**src/rtl/add_share_arbiter.sv**
```systemverilog
// Round-robin arbiter that time-shares one combinational adder among NUM_REQ
// requesters and registers each sum, tagged with its owner, into a one-deep slot.
module add_share_arbiter #(
    parameter int BIT_WIDTH = 14,
    parameter int NUM_REQ   = 4,
    parameter int ID_WIDTH  = 2
) (
    input  logic                           clk,
    input  logic                           rst,
    input  logic [NUM_REQ-1:0]             req_valid,
    output logic [NUM_REQ-1:0]             req_ready,
    input  logic [NUM_REQ*BIT_WIDTH-1:0]   req_op0,
    input  logic [NUM_REQ*BIT_WIDTH-1:0]   req_op1,
    output logic [BIT_WIDTH-1:0]           add_element0,
    output logic [BIT_WIDTH-1:0]           add_element1,
    input  logic [BIT_WIDTH-1:0]           add_element,
    output logic                           rsp_valid,
    input  logic                           rsp_ready,
    output logic [ID_WIDTH-1:0]            rsp_id,
    output logic [BIT_WIDTH-1:0]           rsp_data
);

    logic                slot_free;
    logic                any_req;
    logic                grant_en;
    logic                accept;
    logic [NUM_REQ-1:0]  hi_mask;
    logic [NUM_REQ-1:0]  hi_req;
    logic [ID_WIDTH-1:0] rr_ptr;
    logic [ID_WIDTH-1:0] hi_idx;
    logic [ID_WIDTH-1:0] lo_idx;
    logic [ID_WIDTH-1:0] grant_idx;
    logic [ID_WIDTH-1:0] next_ptr;

    assign slot_free = !rsp_valid || rsp_ready;
    assign any_req   = |req_valid;
    assign grant_en  = slot_free && !rst && any_req;

    // Wrapping search: prefer the lowest valid index at or above rr_ptr,
    // otherwise fall back to the lowest valid index overall.
    always_comb begin
        hi_mask = '0;
        for (int i = 0; i < NUM_REQ; i++) begin
            hi_mask[i] = (ID_WIDTH'(i) >= rr_ptr);
        end
    end

    assign hi_req = req_valid & hi_mask;

    always_comb begin
        hi_idx = '0;
        lo_idx = '0;
        for (int i = NUM_REQ - 1; i >= 0; i--) begin
            if (hi_req[i]) begin
                hi_idx = ID_WIDTH'(i);
            end
            if (req_valid[i]) begin
                lo_idx = ID_WIDTH'(i);
            end
        end
    end

    assign grant_idx = (|hi_req) ? hi_idx : lo_idx;

    always_comb begin
        req_ready    = '0;
        add_element0 = '0;
        add_element1 = '0;
        for (int i = 0; i < NUM_REQ; i++) begin
            if (grant_idx == ID_WIDTH'(i)) begin
                req_ready[i] = grant_en;
                if (any_req) begin
                    add_element0 = req_op0[i*BIT_WIDTH +: BIT_WIDTH];
                    add_element1 = req_op1[i*BIT_WIDTH +: BIT_WIDTH];
                end
            end
        end
    end

    assign accept   = |(req_valid & req_ready);
    assign next_ptr = (grant_idx == ID_WIDTH'(NUM_REQ - 1)) ? '0 : grant_idx + 1'b1;

    always_ff @(posedge clk) begin
        if (rst) begin
            rsp_valid <= 1'b0;
            rsp_data  <= '0;
            rsp_id    <= '0;
            rr_ptr    <= '0;
        end else if (accept) begin
            rsp_valid <= 1'b1;
            rsp_data  <= add_element;
            rsp_id    <= grant_idx;
            rr_ptr    <= next_ptr;
        end else if (rsp_valid && rsp_ready) begin
            rsp_valid <= 1'b0;
        end
    end

endmodule

```
**config.mk**
```make
export PLATFORM = sky130hd
export DESIGN_NAME = add_share_arbiter
export DESIGN_NICKNAME = d
export VERILOG_FILES = /design/src/rtl/add_share_arbiter.sv
export SDC_FILE = /design/constraint.sdc
export NUM_CORES = 1
export LEC_CHECK = 0
export CAP_MARGIN = 40
export CORE_ASPECT_RATIO = 0.8
export CORE_UTILIZATION = 31
export DETAILED_ROUTE_END_ITERATION = 8
export GPL_TIMING_DRIVEN = 0
export PLACE_DENSITY = 0.95
export SYNTH_ARGS = -nofsm -noshare
export SYNTH_HDL_FRONTEND = slang
export SYNTH_SLANG_ARGS = --single-unit
export TNS_END_PERCENT = 50
```
**constraint.sdc**
```tcl
create_clock -name clk -period 6.5 [get_ports clk]
set_input_delay 1.95 -clock clk [delete_from_list [all_inputs] [get_ports clk]]
set_output_delay 1.95 -clock clk [all_outputs]
set_load 0.005 [all_outputs]
```
; ---- Word-level counts from Yosys, hierarchy flattened
; Cells that the tools add are included.
; W data, S select, Z words.
[classes]
n_addsub = 1
n_mul = 0
div_mod_pow = 0
magnitude_cmp = 4
n_eq_ne = 3
n_shift = 0
muxes = 32
bitwise_logic = 2
n_reduce_logical = 11
[op_table]
columns = cell, n
row1 = $mux W14, 16
row2 = $mux W2, 10
row3 = $reduce_or A4 Y1, 3
row4 = $and A4 B4 Y4, 2
row5 = $mux W1, 6
row6 = $eq A2 B2 Y1 const B, 2
row7 = $ge A1 B2 Y1 const A, 2
row8 = $ge A2 B2 Y1 const A, 2
row9 = $logic_and A1 B1 Y1, 3
row10 = $add A2 B1 Y2 const B, 1
row11 = $eq A2 B1 Y1 const B, 1
row12 = $logic_not A1 Y1, 2
row13 = $logic_not A2 Y1, 1
row14 = $reduce_bool A2 Y1, 1
row15 = $logic_or A1 B1 Y1, 1
[word_totals]
regBits = 19
latch_bits = 0
ram_bits = 0
mem_bits_ro = 0
in_bits = 133
output_inout_bits = 49
word_cells = 57
memories = 0

; ---- Depth between registers and ports, before layout
; Gate-level depths: netlist of the first run.
[logic_depth]
word_depth = 15
depth_mapped = 12
ltp_nobuf = 9

; ---- Worst setup path before layout of the first run
; OpenSTA, ideal clock, no wires.
[synth_path]
path_type = in2out
start = input req_valid[2]
end = output add_element0[10]
arrival_time_ps = 3802
t_required_ps = 4550
path_slack_ps = 748
path_stages = 10
n_path_buf = 2
path_cell_list = mux2i_1 nor2_1 or3_1 inv_1 ha_1 clkbuf_1 buf_1 a221o_1 o21ai_0 o22ai_1
[synth_via]
elab_chain_cells = 13
word_cells_on_any_way = 22
cone_classes = eq/ne (3) / mux (15) / bitwise (1) / reduce/logical (3)
[synth_rtl]
columns = element, line
row1 = "start, declared", 10  ; input logic [NUM_REQ-1:0] req_valid,
row2 = $and A4 B4 Y4, 48  ; assign hi_req = req_valid & hi_mask;
row3 = $mux W2 (3 in a row), 54  ; if (hi_req[i]) begin
row4 = $mux W2 *, 63  ; assign grant_idx = (|hi_req) ? hi_idx : lo_idx;
row5 = net grant_idx[0], 32  ; logic [ID_WIDTH-1:0] grant_idx;
row6 = $logic_not A2 Y1, 70  ; if (grant_idx == ID_WIDTH'(i)) begin
row7 = $mux W14, 70
row8 = $mux W14, 72  ; if (any_req) begin
row9 = $mux W14, 70
row10 = $mux W14, 72
row11 = $mux W14, 70
row12 = $mux W14, 72
row13 = $mux W14 *, 70
row14 = "end, declared", 14  ; output logic [BIT_WIDTH-1:0] add_element0,
; Mark *: on every way through the listed nets, which the timed path passes. The rest lies on a longest branch.

; ---- Worst setup path in the final report of the first run
[layout_path]
start = input req_valid[2]
end = output add_element0[4]
[layout_via]
elab_chain_cells = 13
word_cells_on_any_way = 22
cone_classes = eq/ne (3) / mux (15) / bitwise (1) / reduce/logical (3)
[layout_rtl]
columns = element, line
row1 = $and A4 B4 Y4, 48
row2 = $mux W2 (3 in a row), 54
row3 = $mux W2, 63
row4 = $logic_not A2 Y1, 70
row5 = $mux W14, 70
row6 = $mux W14, 72
row7 = $mux W14, 70
row8 = $mux W14, 72
row9 = $mux W14, 70
row10 = $mux W14, 72
row11 = $mux W14 *, 70
; Every way passes the cells marked *; elsewhere a longest branch is shown, timed or not.

==> flow_summary.html, run 1 <==
<table>
<tr><th>Metric</th><th>Value</th></tr>
<tr><th colspan="2">Run status</th></tr>
<tr><td>Outcome</td><td>completed</td></tr>
<tr><th colspan="2">Final layout</th></tr>
<tr><td>Post-Layout Inst Area</td><td>around 3700 µm²</td></tr>
<tr><td>Antenna diode count</td><td>0</td></tr>
<tr><td>Sequential cell area</td><td>approximately 380 µm²</td></tr>
<tr><td>Fillers</td><td>between 400 and 500</td></tr>
<tr><td>Area growth from synthesis to layout</td><td>117%</td></tr>
<tr><td>Multi-input gate area</td><td>roughly 1300 µm²</td></tr>
<tr><td>Fraction of layout cells with a size suffix above 1</td><td>under 10%</td></tr>
<tr><td>Number of nets in the layout</td><td>550</td></tr>
<tr><th colspan="2">Pwr</th></tr>
<tr><td>Total power draw</td><td>between 0.0006 and 0.0007 W</td></tr>
<tr><td>Max VDD drop</td><td>roughly 170 µV</td></tr>
<tr><td>Total power density per cell area</td><td>170 nW/µm²</td></tr>
<tr><td>P_leak</td><td>1.45 nW</td></tr>
<tr><th colspan="2">Global routing</th></tr>
<tr><td>Aggregate global-route resource usage</td><td>about a quarter</td></tr>
<tr><td>Met2 layer usage reported by global route</td><td>a little under half</td></tr>
<tr><td>Total global routing overflow</td><td>0</td></tr>
<tr><td>Global-route track usage on met3</td><td>between 6 and 7%</td></tr>
<tr><td>Number of global-route vias before repair</td><td>~2,400</td></tr>
<tr><td>Global routing met1 resource utilization</td><td>~30%</td></tr>
<tr><td>Global-route wire length before repair</td><td>between 10 and 15 mm</td></tr>
<tr><td>Antenna violations before repair</td><td>0</td></tr>
<tr><td>Pin count of the biggest net entering global routing</td><td>13</td></tr>
<tr><td>Layer carrying the most global-route usage</td><td>met2</td></tr>
<tr><th colspan="2">Floorplan</th></tr>
<tr><td>Core box area</td><td>5180 µm²</td></tr>
<tr><td>Boundary Pins</td><td>about 180</td></tr>
<tr><td>Horiz. Die Dim</td><td>between 80 and 90 µm</td></tr>
<tr><td>Die height</td><td>between 60 and 70 µm</td></tr>
<tr><td>Die footprint</td><td>5860 µm²</td></tr>
<tr><td>Starting Density</td><td>33.2%</td></tr>
<tr><td>Number of standard-cell rows in the floorplan</td><td>23</td></tr>
<tr><th colspan="2">Timing</th></tr>
<tr><td>Number of hold-slack violations in the final timing report</td><td>0</td></tr>
<tr><td>Final setup skew</td><td>1.58 ps</td></tr>
<tr><td>Max-slew violation count</td><td>0</td></tr>
<tr><td>FMAX</td><td>~160 MHz</td></tr>
<tr><td>Final Setup Violations</td><td>0</td></tr>
<tr><td>Period minus WS final</td><td>~6400 ps</td></tr>
<tr><td>Portion of the clock cycle consumed by the worst path in the final layout</td><td>99.0%</td></tr>
<tr><td>Transition time of the tightest slew-check pin</td><td>523 ps</td></tr>
<tr><td>Remaining max-slew budget at the tightest pin</td><td>between 60% and 70%</td></tr>
<tr><td>RSZ-0062 raised after global routing</td><td>false</td></tr>
<tr><th colspan="2">Synth</th></tr>
<tr><td>Synthesized instance count</td><td>227</td></tr>
<tr><td>Proportion of synthesized area in mux cells</td><td>around a tenth</td></tr>
<tr><td>Synth Area in Adders</td><td>a little under 3%</td></tr>
<tr><td>Largest cells by area after synthesis</td><td>dfxtp_1 22%, a221o_1 16%, o22ai_1 11%</td></tr>
<tr><td>Post-synth top area cell</td><td>dfxtp_1</td></tr>
<tr><td>Most used standard cells in the synthesized netlist</td><td>29 x nand2_1, 29 x o22ai_1, 28 x a221o_1</td></tr>
<tr><td>Share of async-settable or async-resettable flops after synthesis</td><td>0%</td></tr>
<tr><td>Cell area after technology mapping</td><td>between 1500 and 2000 µm²</td></tr>
<tr><td>Count of warnings emitted by yosys</td><td>0</td></tr>
<tr><td>Post-Synthesis Net Count</td><td>roughly 360</td></tr>
<tr><td>Number of synthesized flops with an enable pin</td><td>0</td></tr>
<tr><td>Fraction of the mapped netlist area in compound gates</td><td>40.2%</td></tr>
<tr><td>Fraction of post-synthesis cell area in the top cell type by area</td><td>roughly 22%</td></tr>
<tr><td>Dominant combinational cell family by area after synthesis</td><td>compound AO/OA/AOI/OAI gates</td></tr>
<tr><td>Xor-xnor portion of the synthesized cell area</td><td>0%</td></tr>
<tr><td>Post-synthesis register bit count</td><td>19</td></tr>
<tr><td>Simple-gate share of the synthesized area</td><td>approximately 18%</td></tr>
<tr><td>Top_reg_cell synth</td><td>dfxtp_1</td></tr>
<tr><td>Unique cell type count in the Yosys netlist</td><td>30</td></tr>
<tr><td>Seq/Total Area, Yosys</td><td>between 20% and 30%</td></tr>
<tr><td>Mean post-synth cell area</td><td>between 7 and 8 µm²</td></tr>
<tr><th colspan="2">CTS</th></tr>
<tr><td>TritonCTS clock tree</td><td>built</td></tr>
<tr><td>CTS root buffer</td><td>clkbuf_8</td></tr>
<tr><td>Latest clock arrival within the worst-skew pair</td><td>roughly 260 ps</td></tr>
<tr><td>Reg clk slew, reported paths</td><td>about 70 ps</td></tr>
<tr><td>Count of buffers added by post-CTS timing repair for setup</td><td>0</td></tr>
<tr><td>Count of clock tree sinks</td><td>19</td></tr>
<tr><td>Maximum root-to-sink buffer count</td><td>2</td></tr>
<tr><td>Number of clock buffers inserted by TritonCTS</td><td>3</td></tr>
<tr><td>Htree depth</td><td>1</td></tr>
<tr><th colspan="2">Worst setup path</th></tr>
<tr><td>Startpoint types</td><td>input pin</td></tr>
<tr><td>Crit-path max cell delay</td><td>approximately 460 ps</td></tr>
<tr><td>Arrival time of data at the critical path endpoint</td><td>around 4500 ps</td></tr>
<tr><td>Crit Path Class</td><td>in -&gt; out</td></tr>
<tr><td>Maximum fanout encountered on the critical timing path</td><td>10</td></tr>
<tr><td>Cell-by-cell listing of the critical path</td><td>clkdlybuf4s15_2 -&gt; mux2i_1 -&gt; nor2_1 -&gt; or3_4 -&gt; ha_2 -&gt; nor2b_1 -&gt; buf_4 -&gt; buf_6 -&gt; a221o_1 -&gt; o21ai_0 -&gt; o22ai_1 -&gt; clkdlybuf4s50_1</td></tr>
<tr><td>CP Capture Type</td><td>output port</td></tr>
<tr><td>Kind of cell adding the most delay to the critical path</td><td>buffers and inverters</td></tr>
<tr><td>Worst path required time</td><td>4550 ps</td></tr>
<tr><td>Crit path buffers/inverters</td><td>4</td></tr>
<tr><td>Worst-path cell with the longest stage delay</td><td>clkdlybuf4s50_1</td></tr>
<tr><th colspan="2">Detailed routing</th></tr>
<tr><td>Via Count</td><td>2,612</td></tr>
<tr><td>Post-detailed-route via-to-cell ratio</td><td>about 5.5</td></tr>
<tr><td>Total wire length after detailed routing</td><td>8.17 mm</td></tr>
<tr><td>Drt pass-1 iters</td><td>5</td></tr>
<tr><td>Post-detailed-route wirelength per cell</td><td>17.2 µm</td></tr>
<tr><td>DRC viols</td><td>0</td></tr>
<tr><td>Drt first-iter violations</td><td>roughly 150</td></tr>
<tr><td>Count of antenna-violating nets left after detailed routing</td><td>0</td></tr>
<tr><th colspan="2">Worst hold path</th></tr>
<tr><td>Worst hold-check path type</td><td>reg -&gt; reg</td></tr>
<tr><th colspan="2">Placement</th></tr>
<tr><td>Placed standard-cell area</td><td>between 3000 and 4000 µm²</td></tr>
<tr><td>Placed wire-length estimate after detailed placement</td><td>between 6 and 7 mm</td></tr>
<tr><td>Final estimated routing congestion in global placement</td><td>0.747</td></tr>
<tr><td>PortBufs</td><td>181</td></tr>
<tr><th colspan="2">Job</th></tr>
<tr><td>Max_cap viols</td><td>0</td></tr>
</table>
-- path summary, 6_finish.rpt --
path	from	end	slack (ps)	cells past startpoint
worst max-delay path	req_valid[2]	add_element0[4]	60	12
worst min-delay path	rsp_id[1]$_SDFFE_PP0P_	rsp_id[1]$_SDFFE_PP0P_	480	2
worst max register to register	rr_ptr[1]$_SDFFE_PP0P_	rsp_data[6]$_SDFFE_PP0P_	3490	11
worst min register to register	rsp_id[1]$_SDFFE_PP0P_	rsp_id[1]$_SDFFE_PP0P_	480	2
-- worst reg2reg max path: stages (launching register included) --
cell       delay, ps
dfxtp_1          310
clkbuf_1         350
mux2i_1          270
nor2_1           100
or3_4            420
inv_2             90
ha_1             210
a22oi_1          120
a2111oi_4        490
buf_6            230
mux2i_1          220
nor2_1            80
-- layout make-up --
class / instances / share of cell area (%)
Inverter: 4 / 0.402
Timing Repair Buffer: 181 / 48.4
Clock buffer: 3 / 1.10
Sequential cell: 19 / 10.2
Multi-Input combinational cell: 178 / 33.5
Buffer: 26 / 4.15
Clock inverter: 1 / 0.201
Tap cell: 62 / 2.08
-- cells in the final DEF (no fill, tap or decap), types with 2 or more instances in the layout --
cell / n
a21oi_1: 2
a21oi_2: 2
a221o_1: 28
and2_1: 3
buf_2: 10
buf_4: 3
buf_6: 3
clkbuf_1: 7
clkbuf_2: 2
clkbuf_4: 3
clkbuf_8: 3
clkdlybuf4s50_1: 161
dfxtp_1: 19
dlygate4sd2_1: 10
dlymetal6s2s_1: 7
ha_1: 2
inv_1: 3
mux2i_1: 16
nand2_1: 29
nor2_1: 19
nor2b_1: 2
nor3_1: 2
o21ai_0: 27
o22ai_1: 28
or2_1: 2
-- per-stage QoR --
stage	std cells	util [%]	setup TNS (ps)	setup slack (ps)	hold slack (ps)
CTS	474	71.2	0	0.748	483
finish	474	72.1	0	62.3	478
detailed placement	470	69.7	-19260	-868	472
global placement	470	69.7	-15890	-726	458
global route	474	72.1	0	0.336	525
floorplan	227	-	0	748	466
-- routing by layer --
layer	routed length [µm]	part of all wire (%)	up-vias
li1	-	-	1238
met1	3210	39	1216
met2	4040	49	142
met3	782	9.6	16
met4	138	1.7	0
met5	0	0	-
-- flip-flops by register name, summed over array words and instances (netlist names) --
signal     count
rsp_data      14
rsp_valid      1
rr_ptr         2
rsp_id         2
-- kinds of logic after synthesis --
family	Yosys count
buf+inv	30
flops	19
compound gates	94
mux	16
fa+ha+maj	4
simple gates	64
-- report_power, final --
group / switching (W) / total [W] / internal, W / leakage (nW)
clock: 0.0000407 / 0.0000839 / 0.0000432 / 0.0217
sequential: 0.00000504 / 0.000132 / 0.000127 / 0.155
combinational: 0.000168 / 0.000420 / 0.000252 / 1.28
total: 0.000214 / 0.000636 / 0.000422 / 1.45
-- timing repair --
item / 4_1_cts / 5_1_grt
hold buffers: 0 / 0
endpoints found under the setup margin: 31 / 12
resized for setup: 41 / 26
Note: power is estimated with default switching activity, not from simulation.
==> run 2: changes to the inputs <==
--- a/config.mk
+++ b/config.mk
@@ -5,11 +5,13 @@
 export SDC_FILE = /design/constraint.sdc
 export NUM_CORES = 1
 export LEC_CHECK = 0
+export ABC_AREA = 1
 export CAP_MARGIN = 40
 export CORE_ASPECT_RATIO = 0.8
-export CORE_UTILIZATION = 31
+export CORE_UTILIZATION = 33
 export DETAILED_ROUTE_END_ITERATION = 8
 export GPL_TIMING_DRIVEN = 0
+export HOLD_SLACK_MARGIN = 0.1
 export PLACE_DENSITY = 0.95
 export SYNTH_ARGS = -nofsm -noshare
 export SYNTH_HDL_FRONTEND = slang
==> run 2 against run 1 <==
Net effect: area after synthesis rose by 8.6%; routed wire length rose by 7.0%; global-route usage rose by 3.4 points; clock skew rose by 4.3 ps; sequential cell count did not move; final cell count rose by 24%; combinational power rose by 48%; sequential share of layout area fell by 0.64 points; count of clock-buffer cells in the layout rose by 1; worst setup slack improved by 220 ps; critical path depth rose by 1; register-to-register slack improved by 870 ps; largest cell class unchanged.
==> flow_summary.html, run 2 <==
<table>
<tr><th>Metric</th><th>Value</th></tr>
<tr><th colspan="2">Synth</th></tr>
<tr><td>Post-synthesis register bit count</td><td>19</td></tr>
<tr><td>Library cell with the highest instance count after synthesis</td><td>nand2_1</td></tr>
<tr><td>Post-Synthesis Net Count</td><td>458</td></tr>
<tr><td>Cell area after technology mapping</td><td>between 1500 and 2000 µm²</td></tr>
<tr><td>Unique cell type count in the Yosys netlist</td><td>24</td></tr>
<tr><td>Mean post-synth cell area</td><td>between 5 and 6 µm²</td></tr>
<tr><td>Number of synthesized flops with an enable pin</td><td>0</td></tr>
<tr><td>Top_reg_cell synth</td><td>dfxtp_1</td></tr>
<tr><td>Fraction of post-synthesis cell area in the top cell type by area</td><td>around a fifth</td></tr>
<tr><td>Most used standard cells in the synthesized netlist</td><td>73 x nand2_1, 46 x nor2_1, 40 x o21ai_0</td></tr>
<tr><td>Seq/Total Area, Yosys</td><td>approximately a fifth</td></tr>
<tr><td>Largest cells by area after synthesis</td><td>dfxtp_1 20%, nand2_1 15%, o21ai_0 11%</td></tr>
<tr><td>Share of async-settable or async-resettable flops after synthesis</td><td>0%</td></tr>
<tr><td>Count of warnings emitted by yosys</td><td>0</td></tr>
<tr><td>Synthesized instance count</td><td>321</td></tr>
<tr><td>Post-synth top area cell</td><td>dfxtp_1</td></tr>
<tr><th colspan="2">Detailed routing</th></tr>
<tr><td>DRC viols</td><td>0</td></tr>
<tr><td>Via Count</td><td>3,026</td></tr>
<tr><td>Total wire length after detailed routing</td><td>between 8 and 9 mm</td></tr>
<tr><td>Drt pass-1 iters</td><td>4</td></tr>
<tr><td>Post-detailed-route via-to-cell ratio</td><td>~5.1</td></tr>
<tr><td>Post-detailed-route wirelength per cell</td><td>around 15 µm</td></tr>
<tr><td>Count of antenna-violating nets left after detailed routing</td><td>0</td></tr>
<tr><td>Drt first-iter violations</td><td>125</td></tr>
<tr><th colspan="2">CTS</th></tr>
<tr><td>Reg clk slew, reported paths</td><td>around 70 ps</td></tr>
<tr><td>Count of clock tree sinks</td><td>19</td></tr>
<tr><td>TritonCTS clock tree</td><td>built</td></tr>
<tr><td>Maximum root-to-sink buffer count</td><td>2</td></tr>
<tr><td>CTS root buffer</td><td>clkbuf_8</td></tr>
<tr><td>Latest clock arrival within the worst-skew pair</td><td>260 ps</td></tr>
<tr><td>Htree depth</td><td>1</td></tr>
<tr><td>Number of clock buffers inserted by TritonCTS</td><td>3</td></tr>
<tr><th colspan="2">Worst setup path</th></tr>
<tr><td>CP Capture Type</td><td>output port</td></tr>
<tr><td>Worst path required time</td><td>roughly 4600 ps</td></tr>
<tr><td>Logic depth of the worst register-to-register path</td><td>13</td></tr>
<tr><td>Cell-by-cell listing of the critical path</td><td>dlymetal6s2s_1 -&gt; inv_1 -&gt; o21ai_0 -&gt; nor2_2 -&gt; a21oi_4 -&gt; ha_2 -&gt; buf_6 -&gt; clkinvlp_4 -&gt; nor2_4 -&gt; buf_6 -&gt; nand2_1 -&gt; nand2_1 -&gt; clkdlybuf4s50_1</td></tr>
<tr><td>Arrival time of data at the critical path endpoint</td><td>4270 ps</td></tr>
<tr><td>Crit-path max cell delay</td><td>520 ps</td></tr>
<tr><td>Worst-path cell with the longest stage delay</td><td>clkdlybuf4s50_1</td></tr>
<tr><td>Startpoint types</td><td>input pin</td></tr>
<tr><td>Setup slack on the worst flop-to-flop path</td><td>~4400 ps</td></tr>
<tr><td>Beginning of the worst register-to-register path</td><td>rr_ptr[1]$_SDFFE_PP0P_</td></tr>
<tr><td>R2R Path End</td><td>rsp_data[13]$_SDFFE_PP0P_</td></tr>
<tr><td>Crit Path Class</td><td>in -&gt; out</td></tr>
<tr><td>Maximum fanout encountered on the critical timing path</td><td>10</td></tr>
<tr><th colspan="2">Final layout</th></tr>
<tr><td>Commonest non-fill, non-tap cells in the layout</td><td>176 x clkdlybuf4s50_1, 73 x nand2_1, 44 x nor2_1</td></tr>
<tr><td>Fillers</td><td>between 400 and 500</td></tr>
<tr><td>Fraction of layout cells with a size suffix above 1</td><td>a little under a tenth</td></tr>
<tr><td>Number of nets in the layout</td><td>roughly 650</td></tr>
<tr><td>Antenna diode count</td><td>0</td></tr>
<tr><td>Multi-input gate area</td><td>~1300 µm²</td></tr>
<tr><td>Most common cell after layout, fill and taps aside</td><td>clkdlybuf4s50_1</td></tr>
<tr><td>Largest registers</td><td>rsp_data: 14 flops, rr_ptr: 2 flops, rsp_id: 2 flops</td></tr>
<tr><td>Largest register FFs</td><td>14</td></tr>
<tr><td>Area growth from synthesis to layout</td><td>113%</td></tr>
<tr><td>Sequential cell area</td><td>around 380 µm²</td></tr>
<tr><td>Most flops, register</td><td>rsp_data</td></tr>
<tr><th colspan="2">Floorplan</th></tr>
<tr><td>Starting Density</td><td>34.2%</td></tr>
<tr><td>Horiz. Die Dim</td><td>~86 µm</td></tr>
<tr><td>Core box area</td><td>approximately 5500 µm²</td></tr>
<tr><td>Die height</td><td>69.3 µm</td></tr>
<tr><td>Number of standard-cell rows in the floorplan</td><td>24</td></tr>
<tr><td>Die footprint</td><td>around 6000 µm²</td></tr>
<tr><td>Boundary Pins</td><td>182</td></tr>
<tr><th colspan="2">Placement</th></tr>
<tr><td>PortBufs</td><td>181</td></tr>
<tr><td>Final estimated routing congestion in global placement</td><td>between 0.9 and 1</td></tr>
<tr><td>Placed wire-length estimate after detailed placement</td><td>between 6 and 7 mm</td></tr>
<tr><th colspan="2">Timing</th></tr>
<tr><td>Number of hold-slack violations in the final timing report</td><td>0</td></tr>
<tr><td>Period minus WS final</td><td>slightly above 6000 ps</td></tr>
<tr><td>Final Setup Violations</td><td>0</td></tr>
<tr><td>RSZ-0062 raised after global routing</td><td>false</td></tr>
<tr><td>Portion of the clock cycle consumed by the worst path in the final layout</td><td>between 90% and 100%</td></tr>
<tr><td>Final setup TNS</td><td>0 ps</td></tr>
<tr><td>Remaining max-slew budget at the tightest pin</td><td>between 60 and 70%</td></tr>
<tr><td>Final setup skew</td><td>5.86 ps</td></tr>
<tr><td>Max-slew violation count</td><td>0</td></tr>
<tr><td>Fin Hold WS</td><td>between 400 and 500 ps</td></tr>
<tr><td>FMAX</td><td>between 150 and 200 MHz</td></tr>
<tr><td>Transition time of the tightest slew-check pin</td><td>between 400 and 500 ps</td></tr>
<tr><th colspan="2">Pwr</th></tr>
<tr><td>Total power density per cell area</td><td>roughly 210 nW/µm²</td></tr>
<tr><td>P_leak</td><td>1.64 nW</td></tr>
<tr><td>Max VDD drop</td><td>around 170 µV</td></tr>
<tr><th colspan="2">Global routing</th></tr>
<tr><td>Pin count of the biggest net entering global routing</td><td>11</td></tr>
<tr><td>Global-route wire length before repair</td><td>between 10 and 15 mm</td></tr>
<tr><td>Aggregate global-route resource usage</td><td>between 20 and 30%</td></tr>
<tr><td>Number of global-route vias before repair</td><td>2,926</td></tr>
<tr><td>Total global routing overflow</td><td>0</td></tr>
<tr><td>Antenna violations before repair</td><td>0</td></tr>
<tr><th colspan="2">Job</th></tr>
<tr><td>Max_cap viols</td><td>0</td></tr>
<tr><th colspan="2">Worst hold path</th></tr>
<tr><td>Worst-case hold path end point</td><td>rsp_id[0]$_SDFFE_PP0P_</td></tr>
<tr><td>Startpoint of the worst hold path</td><td>rsp_id[0]$_SDFFE_PP0P_</td></tr>
<tr><td>Hold Path Stages</td><td>2</td></tr>
<tr><td>Worst hold-check path type</td><td>reg -&gt; reg</td></tr>
<tr><th colspan="2">Run status</th></tr>
<tr><td>Outcome</td><td>completed</td></tr>
</table>
## run 2: cell types whose count changed after synthesis, sizes merged, moves of 23 or more
cell and change:
nand2 +48, nor2 +31, o22ai -29, a21oi +28
a221o -28, nand3 +25, o211ai +23
## run 2: layout make-up
| cell class | instances | area share [%] |
|---|---|---|
| Inverter | 16 | 1.63 |
| Sequential cell | 19 | 9.53 |
| Tap cell | 78 | 2.45 |
| Timing Repair Buffer | 186 | 46.6 |
| Multi-Input combinational cell | 262 | 33.8 |
| Buffer | 23 | 4.86 |
| Clock buffer | 4 | 1.13 |
## run 2: per-layer routing
| layer | routed length [µm] | vias up | track usage, % |
|---|---|---|---|
| met4 | 231 | 0 | 7.78 |
| met5 | 0 | - | 0 |
| met3 | 742 | 21 | 5.00 |
| met2 | 4370 | 143 | 53.4 |
| li1 | - | 1477 | - |
| met1 | 3400 | 1385 | 33.8 |
## run 2: worst max path at each step
stage / from / end / slack [ps]
floorplan: req_valid[3] / add_element0[5] / 990
global placement: req_valid[3] / add_element1[7] / -460
detailed placement: req_valid[1] / add_element0[2] / -650
CTS: req_valid[3] / add_element1[11] / -10
global route: req_valid[2] / add_element0[8] / 150
finish: req_valid[1] / add_element0[13] / 280
## run 2: metrics by stage
step	setup slack (ps)	cell area, µm²	total power (W)	util [%]	instances
finish	279	3990	0.000855	73.0	588
global route	148	3990	0.000925	73.0	588
CTS	-13.8	3920	0.000837	71.6	586
detailed placement	-651	3780	0.000730	69.1	580
global placement	-457	3780	0.000711	69.1	580
floorplan	990	1870	0.000412	-	321
## run 2: where the power goes
| group | internal, W | switching (W) |
|---|---|---|
| Clock | 0.0000436 | 0.0000385 |
| Sequential | 0.000138 | 0.0000125 |
| Combinational | 0.000349 | 0.000274 |
## run 2: logic make-up (layout without fill, tap and decap cells)
group | after synthesis | in the layout | synth area share (%)
DFF | 19 | 19 | 20.3
AOI/OAI and AO/OA | 102 | 102 | 31.9
and+or+nand+nor | 156 | 156 | 35.7
adders and majority gates | 4 | 4 | 2.68
buffers and inverters | 40 | 229 | 9.44
## run 2: critical path, delay by kind of cell
kind,cells,cell delay [ps]
compound gates,2,470
fa+ha+maj,1,220
buf+inv,6,1200
simple gates,4,430
## run 2: repair_timing
action,4_1_cts,5_1_grt
endpoints found under the setup margin,29,28
pin swaps,1,2
cloned,0,1
resized for setup,33,27
hold buffers,0,0
buffers inserted,3,1
